[src/rtl/apb_cmd_master.sv]
// APB requester: turns single local commands into APB SETUP/ACCESS transfers
// and returns a one-cycle completion pulse, aborting transfers that stall too long.
module apb_cmd_master #(
    parameter int TIMEOUT = 255
) (
    input  logic        PCLK,
    input  logic        PRESETn,
    input  logic        cmd_valid,
    output logic        cmd_ready,
    input  logic        cmd_write,
    input  logic [9:0]  cmd_addr,
    input  logic [31:0] cmd_wdata,
    output logic        rsp_valid,
    output logic [31:0] rsp_rdata,
    output logic        rsp_timeout,
    output logic        PSEL,
    output logic [9:0]  PADDR,
    output logic        PENABLE,
    output logic        PWRITE,
    output logic [31:0] PWDATA,
    input  logic [31:0] PRDATA,
    input  logic        PREADY
);

    typedef enum logic [1:0] {
        IDLE   = 2'd0,
        SETUP  = 2'd1,
        ACCESS = 2'd2
    } state_t;

    localparam logic [9:0] TIMEOUT_CNT = 10'(TIMEOUT);

    state_t     state;
    logic [9:0] wait_cnt;

    always_ff @(posedge PCLK or negedge PRESETn) begin
        if (!PRESETn) begin
            state       <= IDLE;
            wait_cnt    <= 10'd0;
            cmd_ready   <= 1'b1;
            PSEL        <= 1'b0;
            PENABLE     <= 1'b0;
            PWRITE      <= 1'b0;
            PADDR       <= 10'd0;
            PWDATA      <= 32'd0;
            rsp_valid   <= 1'b0;
            rsp_timeout <= 1'b0;
            rsp_rdata   <= 32'd0;
        end else begin
            rsp_valid <= 1'b0;
            case (state)
                IDLE: begin
                    if (cmd_valid && cmd_ready) begin
                        state     <= SETUP;
                        cmd_ready <= 1'b0;
                        PSEL      <= 1'b1;
                        PADDR     <= cmd_addr;
                        PWRITE    <= cmd_write;
                        PWDATA    <= cmd_wdata;
                    end
                end
                SETUP: begin
                    state    <= ACCESS;
                    PENABLE  <= 1'b1;
                    wait_cnt <= 10'd0;
                end
                ACCESS: begin
                    // A responder that answers on the final allowed cycle still wins.
                    if (PREADY) begin
                        state       <= IDLE;
                        cmd_ready   <= 1'b1;
                        PSEL        <= 1'b0;
                        PENABLE     <= 1'b0;
                        rsp_valid   <= 1'b1;
                        rsp_timeout <= 1'b0;
                        rsp_rdata   <= PWRITE ? 32'd0 : PRDATA;
                    end else if (wait_cnt == TIMEOUT_CNT) begin
                        state       <= IDLE;
                        cmd_ready   <= 1'b1;
                        PSEL        <= 1'b0;
                        PENABLE     <= 1'b0;
                        rsp_valid   <= 1'b1;
                        rsp_timeout <= 1'b1;
                        rsp_rdata   <= 32'd0;
                    end else begin
                        wait_cnt <= wait_cnt + 10'd1;
                    end
                end
                default: begin
                    state     <= IDLE;
                    cmd_ready <= 1'b1;
                    PSEL      <= 1'b0;
                    PENABLE   <= 1'b0;
                end
            endcase
        end
    end

endmodule

[config.mk]
export PLATFORM = sky130hd
export DESIGN_NAME = apb_cmd_master
export DESIGN_NICKNAME = d
export VERILOG_FILES = /design/src/rtl/apb_cmd_master.sv
export SDC_FILE = /design/constraint.sdc
export NUM_CORES = 1
export LEC_CHECK = 0
export CAP_MARGIN = 10
export CORE_AREA = 2 2 129 131
export DETAILED_ROUTE_END_ITERATION = 8
export DIE_AREA = 0 0 131 133
export PLACE_DENSITY_LB_ADDON = 0.12
export SYNTH_ARGS = -nofsm -noshare
export SYNTH_HDL_FRONTEND = slang
export SYNTH_SLANG_ARGS = --single-unit
[constraint.sdc]
create_clock -name PCLK -period 4.8 [get_ports PCLK]
set_input_delay 0.48 -clock PCLK [delete_from_list [all_inputs] [get_ports PCLK]]
set_output_delay 0.48 -clock PCLK [all_outputs]
set_load 0.03 [all_outputs]
==> results of run 1 <==
-- worst register-to-register path: cells and delay by family, from the launching register on --
kind,cells,cell delay [ns]
AND/OR/NAND/NOR,2,0.84
flip-flops,1,0.51
buffers and inverters,1,0.43
multiplexers,1,0.38
-- registers in the layout (all words and copies together) (netlist names) --
signal / cells
cmd_ready: 1
PWDATA: 32
PADDR: 10
PWRITE: 1
PSEL: 1
state: 2
wait_cnt: 10
rsp_valid: 1
rsp_rdata: 32
rsp_timeout: 1
PENABLE: 1
-- layer usage --
| layer | GRT usage, % | wire length (um) | vias to the layer above |
|---|---|---|---|
| met5 | 0 | 0 | - |
| met4 | 5.496 | 218 | 0 |
| met3 | 3.195 | 706 | 13 |
| met2 | 17.56 | 4444 | 97 |
| met1 | 13.45 | 4040 | 1309 |
| li1 | - | - | 1240 |
-- cells in the final DEF, fill, tap and decap left out, types with 2 or more instances in the layout --
cell type / instances
nand2b_1: 2
nand3_1: 3
o211ai_1: 2
mux2i_1: 3
nand2_1: 17
nand4_1: 2
inv_1: 2
nor2_1: 4
o21ai_1: 2
dfrtp_1: 91
mux2_1: 43
a21oi_1: 3
buf_4: 4
clkbuf_16: 9
a22o_1: 32
nor4_1: 2
o21ai_0: 2
nor3_1: 2
clkdlybuf4s50_1: 157
-- metrics by stage --
stage / instance area, um2 / instances / setup slack (ns)
after global placement: 5426 / 617 / 2.387
after CTS: 5727 / 633 / 2.472
after global routing: 5727 / 633 / 2.315
after floorplan: 3636 / 250 / 3.163
final: 5727 / 633 / 2.525
after detailed placement: 5426 / 617 / 2.342
-- cell families (layout without fill, tap and decap cells) --
logic type | after synthesis | after routing
flip-flops | 92 | 92
AO/OA/AOI/OAI | 49 | 49
multiplexers | 46 | 46
AND/OR/NAND/NOR | 45 | 45
buffers and inverters | 17 | 180
adder cells (fa/ha/maj) | 1 | 1
-- power by group through the flow --
stage               sequential, mW  clock (mW)  combinational, mW
finish                        1.33       0.726               1.99
global route                  1.38       0.798               2.10
CTS                           1.34       0.760               2.02
detailed placement            1.35           0               2.01
global placement              1.35           0               2.00
floorplan                     1.99           0              0.491
-- final timing paths --
kind	startpoint	endpoint	slack, ns
min in group PCLK	PWDATA[17]$_DFFE_PN0P_	PWDATA[17]$_DFFE_PN0P_	0.48
worst max register to register	state[0]$_DFFE_PN0P_	PWDATA[6]$_DFFE_PN0P_	2.52
max in group asynchronous	PRESETn	rsp_rdata[4]$_DFFE_PN0P_	3.59
worst min register to register	PWDATA[17]$_DFFE_PN0P_	PWDATA[17]$_DFFE_PN0P_	0.48
worst min-delay path	PRESETn	rsp_rdata[8]$_DFFE_PN0P_	0.12
worst max-delay path	state[0]$_DFFE_PN0P_	PWDATA[6]$_DFFE_PN0P_	2.52
-- layout make-up --
cell class | count | area [um2]
fill | 1550 | 10450
timing repair buffer | 161 | 1602
tap | 220 | 275.3
clock buffer | 10 | 229.0
sequential | 92 | 2303
clock inverter | 6 | 71.32
multi-input combinational | 141 | 1235
inverter | 3 | 11.26
==> results.py, run 1 <==
metrics = {
    "power": {
        "swShare_pct": 39.77,
        "leakagePower_nw": 2.369,
        "seq_power_share_pct": 33.0,
        "p_per_area_nw_per_um2": 706.3,
        "vdd_ir_drop_max_v": 0.0002646,
        "clkPwrFrac_pct": 18.0,
        "p_int_mw": 2.436,
        "p_comb_share_pct": 49.1,
        "p_total_mw": 4.045,
        "p_switching_mw": 1.609,
    },
    "clocking": {
        "cts_buffers": 9,
        "cts.htree.levels": 3,
        "post-cts-setup-buffer-count": 0,
        "cts_hold_buf": 0,
        "insertion_delay_ns": 0.34,
        "cts_tree": "yes",
        "clk_path_buf_depth": 2,
        "cts_resized": 0,
        "clkSlewWorstSetupHoldPaths_ns": 0.07,
        "clock_tree.root_cell": "clkbuf_16",
        "cts.sinks": 92,
    },
    "setup_path": {
        "critical_path_required_ns": 5.02,
        "path_cells": "nor2_1 > and3_2 > buf_4 > mux2_1",
        "start_kind": "flip-flop",
        "critical-path-top-delay-family": "simple AND/OR/NAND/NOR gates",
        "cp.arrival_ns": 2.50,
        "max_stage_delay_ns": 0.58,
        "worstSetupPathType": "reg -> reg",
        "cpMaxStageDelayCell": "and3_2",
        "path_max_fanout": 25,
        "end_kind": "flip-flop",
        "cp.depth": 4,
        "ff2ff_path_depth": 4,
        "path_buf_inv": 1,
    },
    "yosys": {
        "synth_adder_area_share_pct": 0.3441,
        "syn_nets": 330,
        "synth_top_cell_by_area": "dfrtp_1",
        "synthSimpleGateAreaFrac_pct": 7.708,
        "ys_async_sr_fraction_pct": 100.0,
        "netlist_top_cells_count": "dfrtp_1 (91), mux2_1 (43), a22o_1 (32), nand2_1 (17), buf_2 (10)",
        "ys_seq_area_share_pct": 63.35,
        "synth_seq_cells": 92,
        "synthCells": 250,
        "synth_area_leaders": "dfrtp_1 (63%), mux2_1 (13%), a22o_1 (7.7%)",
        "yosys_warnings": 0,
        "synth_edf_count": 0,
        "synthFlopType": "dfrtp_1",
        "synth.avg_cell_area_um2": 14.54,
        "synth.most_common_cell": "dfrtp_1",
        "muxShareOfSynthArea_pct": 14.14,
        "synth_compound_area_share_pct": 11.73,
        "syn-cell-area_um2": 3636,
        "synth_cell_types": 42,
        "synthXorXnorAreaFrac_pct": 0,
        "synth_top_family_by_area": "multiplexers",
        "yosysTopAreaCellShare_pct": 62.63,
    },
    "floorplan": {
        "die_area_um2": 17420,
        "dieWidth_um": 131,
        "ioPinCount": 159,
        "fp.coreArea_um2": 16170,
        "row_count": 47,
        "die_h_um": 133,
        "start_util_pct": 22.48,
    },
    "placed_design": {
        "dpl.hpwl_um": 6534,
        "place.gp.congestion": 0.7084,
        "port_buffers": 158,
    },
    "timing": {
        "finalSetupTns_ns": 0,
        "whs_ns": 0.1238,
        "hold_violations": 0,
        "period_share_pct": 47.41,
        "rsz0062_at_grt": "false",
        "drv_slew": 0,
        "worst_slew_pin_slew_ns": 0.9048,
        "finalCriticalPeriod_ns": 2.275,
        "fmax_mhz": 439.5,
        "clock_skew_ns": 0.007773,
        "slew_headroom_pct": 39.45,
        "setup_viol": 0,
    },
    "global_routing": {
        "grt_pass1_vias": 2709,
        "antenna_found_initial": 0,
        "grt-ovfl-total": 0,
        "grt_util_all_layers_pct": 11.00,
        "grt_max_degree": 50,
        "grt_pass1_wl_um": 14650,
    },
    "final_layout": {
        "final_util_pct": 35.41,
        "drive_gt1_share_pct": 7.506,
        "num_antenna_cells": 0,
        "fin_nets": 488,
        "syn_to_final_growth_pct": 57.50,
    },
    "drt": {
        "remaining_drc_errors": 0,
        "dr_total_vias": 2659,
        "drt_iter0_drc": 118,
        "drt_wl_total_um": 9409,
        "ant_nets": 0,
        "drt-pass1-iter-count": 4,
        "viasPerCell": 4.201,
        "post_drt_wl_per_cell_um": 14.86,
    },
    "flow_run": {
        "cap_violations": 0,
    },
    "worst_hold_path": {
        "hold_class": "in -> async",
    },
    "outcome": {
        "status": "finished, final reports clean",
    },
}
Note: power is estimated with default switching activity, not from simulation.
==> inputs of run 2 (changes only) <==
Clock period 4.8 ns to 1.9 ns, I/O delays scaled along.
==> results.py, run 2 (same netlist as run 1, synthesis figures left out) <==
metrics = {
    "setup_path": {
        "rr_startpoint": "wait_cnt[0]$_DFFE_PN0P_",
        "reg2reg_slack_ns": 0.10,
        "r2r_end": "rsp_rdata[21]$_DFFE_PN0P_",
        "path_cells": "ha_1 > nand3_4 > nor4_4 > buf_4 > o21ai_4 > a22o_1",
        "critical_path_required_ns": 2.18,
        "ff2ff_path_depth": 6,
        "path_max_fanout": 17,
        "cpMaxStageDelayCell": "o21ai_4",
        "end_kind": "flip-flop",
        "start_kind": "flip-flop",
        "cp.arrival_ns": 2.08,
        "worstSetupPathType": "reg -> reg",
        "max_stage_delay_ns": 0.46,
    },
    "final_layout": {
        "fin_nets": 500,
        "largestRegisters": "PWDATA x32, rsp_rdata x32",
        "layout_commonest_cell": "clkdlybuf4s50_1",
        "final_util_pct": 36.38,
        "fill_cells": 1591,
        "drive_gt1_share_pct": 9.647,
        "final_cell_mix": "clkdlybuf4s50_1 (157), dfrtp_1 (91), mux2_1 (43), a22o_1 (32), nand2_1 (17)",
        "syn_to_final_growth_pct": 61.80,
        "num_antenna_cells": 0,
        "fin_cells": 645,
    },
    "global_routing": {
        "grt_pass1_vias": 2789,
        "grt_max_degree": 36,
        "grt-ovfl-total": 0,
        "grt_pass1_wl_um": 15380,
        "grt_util_all_layers_pct": 11.55,
        "antenna_found_initial": 0,
    },
    "placed_design": {
        "dp.cells": 626,
        "dpl.hpwl_um": 6798,
        "port_buffers": 158,
        "dp_slack_ns": -0.04685,
        "place.gp.congestion": 0.7092,
    },
    "outcome": {
        "status": "finished, final reports clean",
    },
    "timing": {
        "setup_viol": 0,
        "hold_violations": 0,
        "worst_slew_pin_slew_ns": 0.5666,
        "fmax_mhz": 556.5,
        "period_share_pct": 94.58,
        "drv_slew": 0,
        "finalSetupTns_ns": 0,
        "slew_headroom_pct": 62.09,
        "rsz0062_at_grt": "false",
        "clock_skew_ns": 0.007328,
        "finalWorstSetupSlack_ns": 0.1030,
        "finalCriticalPeriod_ns": 1.797,
    },
    "power": {
        "p_total_mw": 10.35,
        "p_int_mw": 6.271,
        "p_comb_share_pct": 50.5,
        "clkPwrFrac_pct": 17.3,
        "seq_power_share_pct": 32.2,
        "swShare_pct": 39.41,
        "leakagePower_nw": 2.439,
        "p_switching_mw": 4.079,
        "vdd_ir_drop_max_v": 0.0007257,
        "p_per_area_nw_per_um2": 1759,
    },
    "clocking": {
        "cts.htree.levels": 3,
        "clkSlewWorstSetupHoldPaths_ns": 0.07,
        "cts.sinks": 92,
        "clock_tree.root_cell": "clkbuf_16",
        "insertion_delay_ns": 0.34,
        "cts_tree": "yes",
        "cts_buffers": 9,
        "clk_path_buf_depth": 2,
    },
    "drt": {
        "drt_iter0_drc": 109,
        "drt_wl_total_um": 9765,
        "dr_total_vias": 2690,
        "ant_nets": 0,
        "remaining_drc_errors": 0,
        "post_drt_wl_per_cell_um": 15.14,
        "viasPerCell": 4.171,
        "drt-pass1-iter-count": 4,
    },
    "floorplan": {
        "die_area_um2": 17420,
        "ioPinCount": 159,
        "fp.coreArea_um2": 16170,
        "start_util_pct": 22.48,
        "row_count": 47,
        "dieWidth_um": 131,
        "die_h_um": 133,
    },
    "flow_run": {
        "cap_violations": 0,
    },
    "worst_hold_path": {
        "hold_class": "in -> async",
    },
}
==> run 2: per-layer routing <==
metal | global-route usage (%) | up-vias | part of all wire, %
met3 | 3.033 | 14 | 6.2
met2 | 18.28 | 87 | 48
met5 | 0 | - | 0
met1 | 14.50 | 1325 | 44
li1 | - | 1264 | -
met4 | 5.674 | 0 | 2.1
==> run 2: cell type report <==
cell class	count	area, um2	share of cell area, %
well taps	220	275.3	4.679
clock inverters	5	60.06	1.021
multi-input cells	142	1251	21.27
flip-flops and latches	92	2303	39.15
repair buffers	172	1749	29.73
inverters	3	11.26	0.1914
clock buffers	11	232.7	3.956
==> run 2: how the worst max path moves through the flow <==
stage,startpoint,end,slack (ns)
finish,wait_cnt[0]$_DFFE_PN0P_,rsp_rdata[21]$_DFFE_PN0P_,0.10
detailed placement,wait_cnt[0]$_DFFE_PN0P_,rsp_rdata[17]$_DFFE_PN0P_,-0.05
CTS,wait_cnt[0]$_DFFE_PN0P_,rsp_rdata[20]$_DFFE_PN0P_,0.05
global placement,wait_cnt[0]$_DFFE_PN0P_,rsp_rdata[8]$_DFFE_PN0P_,-0.009
floorplan,cmd_ready$_DFFE_PN1P_,PADDR[5]$_DFFE_PN0P_,0.26
global route,wait_cnt[0]$_DFFE_PN0P_,rsp_rdata[19]$_DFFE_PN0P_,0.01
==> run 2: per-stage QoR <==
| stage | area [um2] | hold WS [ns] |
|---|---|---|
| floorplan | 3636 | -0.1056 |
| global placement | 5557 | 0.1989 |
| detailed placement | 5557 | 0.2020 |
| CTS | 5876 | 0.3691 |
| global route | 5883 | 0.4152 |
| finish | 5883 | 0.3780 |
==> run 2: worst max-delay path, delay by kind of cell (launching register included) <==
family / cells / cell delay, ns
flops: 1 / 0.41
simple gates: 2 / 0.18
fa+ha+maj: 1 / 0.26
compound gates: 2 / 0.70
buf+inv: 1 / 0.17
==> run 2: power by group through the flow <==
stage / combinational [mW] / clock, mW / sequential [mW]
floorplan: 1.24 / 0 / 5.02
global placement: 5.23 / 0 / 3.37
detailed placement: 5.27 / 0 / 3.37
CTS: 5.31 / 1.88 / 3.35
global route: 5.53 / 1.96 / 3.45
finish: 5.22 / 1.79 / 3.34
==> run 2: what timing repair did <==
| item | in CTS | in global routing |
|---|---|---|
| pin swaps | 1 | 1 |
| buffers inserted | 0 | 1 |
| resized for setup | 1 | 0 |
| hold buffers | 1 | 0 |
| setup endpoints to repair | 32 | 28 |
| hold endpoints to repair | 33 | 0 |
| gates cloned | 1 | 0 |
==> inputs of run 3 (changes only) <==
Clock period 1.9 ns to 1.5 ns, I/O delays scaled along.
==> results.py, run 3 (same netlist as run 1, synthesis figures left out) <==
metrics = {
    "clocking": {
        "clkSlewWorstSetupHoldPaths_ns": 0.07,
        "cts.sinks": 92,
        "clk_path_buf_depth": 2,
        "clock_tree.root_cell": "clkbuf_16",
        "cts.htree.levels": 3,
        "cts_buffers": 9,
        "insertion_delay_ns": 0.35,
        "cts_tree": "yes",
    },
    "final_layout": {
        "largestRegisters": "PWDATA x32, rsp_rdata x32",
        "num_antenna_cells": 0,
        "fill_cells": 1600,
        "fin_nets": 521,
        "drive_gt1_share_pct": 23.54,
        "final_util_pct": 38.21,
        "layout_commonest_cell": "dfrtp_1",
        "syn_to_final_growth_pct": 69.96,
        "fin_cells": 666,
        "final_cell_mix": "dfrtp_1 (90), dlygate4sd2_1 (80), clkdlybuf4s50_1 (77), mux2_4 (34), a22o_1 (32)",
    },
    "floorplan": {
        "row_count": 47,
        "start_util_pct": 22.48,
        "die_h_um": 133,
        "fp.coreArea_um2": 16170,
        "dieWidth_um": 131,
        "die_area_um2": 17420,
        "ioPinCount": 159,
    },
    "timing": {
        "setup_viol": 40,
        "slew_headroom_pct": 70.69,
        "hold_violations": 0,
        "clock_skew_ns": 0.01242,
        "fmax_mhz": 642.7,
        "finalWorstSetupSlack_ns": -0.05584,
        "drv_slew": 0,
        "finalCriticalPeriod_ns": 1.556,
        "worst_slew_pin_slew_ns": 0.4397,
        "period_share_pct": 103.7,
        "rsz0062_at_grt": "true",
        "whs_ns": 0.2910,
    },
    "setup_path": {
        "path_max_fanout": 33,
        "ff2ff_path_depth": 6,
        "path_buf_inv": 1,
        "rr_startpoint": "wait_cnt[1]$_DFFE_PN0P_",
        "cp.arrival_ns": 1.78,
        "worstSetupPathType": "reg -> reg",
        "r2r_end": "rsp_rdata[23]$_DFFE_PN0P_",
        "start_kind": "flip-flop",
        "reg2reg_slack_ns": -0.06,
        "max_stage_delay_ns": 0.40,
        "end_kind": "flip-flop",
        "cpMaxStageDelayCell": "dfrtp_1",
        "path_cells": "ha_4 > nand3_4 > nor4_4 > o21ai_4 > buf_12 > a22o_1",
        "critical_path_required_ns": 1.73,
        "critical-path-top-delay-family": "flip-flops",
        "cp.depth": 6,
    },
    "global_routing": {
        "grt-ovfl-total": 0,
        "antenna_found_initial": 0,
        "grt_max_degree": 44,
        "grt_util_all_layers_pct": 11.64,
        "grt_pass1_wl_um": 15540,
        "grt_pass1_vias": 2869,
    },
    "placed_design": {
        "port_buffers": 158,
        "dp.cells": 642,
        "dpl.hpwl_um": 7268,
        "place.gp.congestion": 0.7547,
    },
    "drt": {
        "post_drt_wl_per_cell_um": 15.07,
        "drt_iter0_drc": 85,
        "remaining_drc_errors": 0,
        "ant_nets": 0,
        "drt-pass1-iter-count": 4,
        "drt_wl_total_um": 10030,
        "viasPerCell": 4.234,
        "dr_total_vias": 2820,
    },
    "outcome": {
        "violations": "setup timing",
        "status": "finished with violations",
    },
    "power": {
        "vdd_ir_drop_max_v": 0.0008172,
        "leakagePower_nw": 2.879,
        "p_per_area_nw_per_um2": 2166,
    },
    "flow_run": {
        "cap_violations": 0,
    },
    "worst_hold_path": {
        "hold_class": "in -> async",
    },
}
==> run 3: timing repair <==
| action | in CTS | in global routing |
|---|---|---|
| setup endpoints to repair | 123 | 46 |
| hold buffers | 1 | 0 |
| gates cloned | 0 | 1 |
| pin swaps | 8 | 3 |
| gates resized for setup | 87 | 7 |
| buffers inserted | 5 | 1 |
| hold endpoints to repair | 28 | 0 |
==> run 3: final cells by class <==
class	count	area (um2)	share of cell area, %
Clock buffer	10	229.0	3.705
Clock inverter	6	95.09	1.539
Inverter	3	11.26	0.1822
Multi-Input combinational cell	141	1409	22.80
Sequential cell	92	2305	37.29
Tap cell	220	275.3	4.454
Timing Repair Buffer	194	1856	30.03
==> run 3: worst max-delay path by stage <==
stage	slack, ns	startpoint	end
finish	-0.06	wait_cnt[1]$_DFFE_PN0P_	rsp_rdata[23]$_DFFE_PN0P_
global route	-0.16	wait_cnt[1]$_DFFE_PN0P_	rsp_rdata[23]$_DFFE_PN0P_
CTS	-0.08	wait_cnt[1]$_DFFE_PN0P_	rsp_rdata[23]$_DFFE_PN0P_
detailed placement	-0.07	wait_cnt[1]$_DFFE_PN0P_	rsp_rdata[23]$_DFFE_PN0P_
global placement	-0.09	PREADY	wait_cnt[6]$_DFFE_PN0P_
floorplan	-0.05	wait_cnt[0]$_DFFE_PN0P_	rsp_rdata[18]$_DFFE_PN0P_
==> run 3: routing by layer <==
| layer | share of wire (%) | track usage, % | up-vias |
|---|---|---|---|
| li1 | - | - | 1306 |
| met4 | 1.7 | 5.142 | 0 |
| met5 | 0 | 0 | - |
| met2 | 51 | 19.43 | 76 |
| met3 | 4.7 | 2.184 | 11 |
| met1 | 43 | 14.51 | 1427 |
==> run 3: report_power, final <==
part | switching [mW] | internal, mW
clock network | 1.01 | 1.48
logic | 3.73 | 2.95
registers | 0.599 | 3.62
==> run 3: per-stage QoR <==
| stage | worst slack (ns) | TNS [ns] | power (mW) | area, um2 |
|---|---|---|---|---|
| 4_1_cts | -0.07832 | -1.915 | 13.49 | 6116 |
| 6_report | -0.05584 | -1.225 | 13.39 | 6180 |
| 2_1_floorplan | -0.04693 | -2.357 | 8.584 | 3819 |
| 5_1_grt | -0.1625 | -5.316 | 14.10 | 6180 |
| 3_3_place_gp | -0.09457 | -1.244 | 11.61 | 5824 |
| 3_5_place_dp | -0.07086 | -2.197 | 11.67 | 5824 |
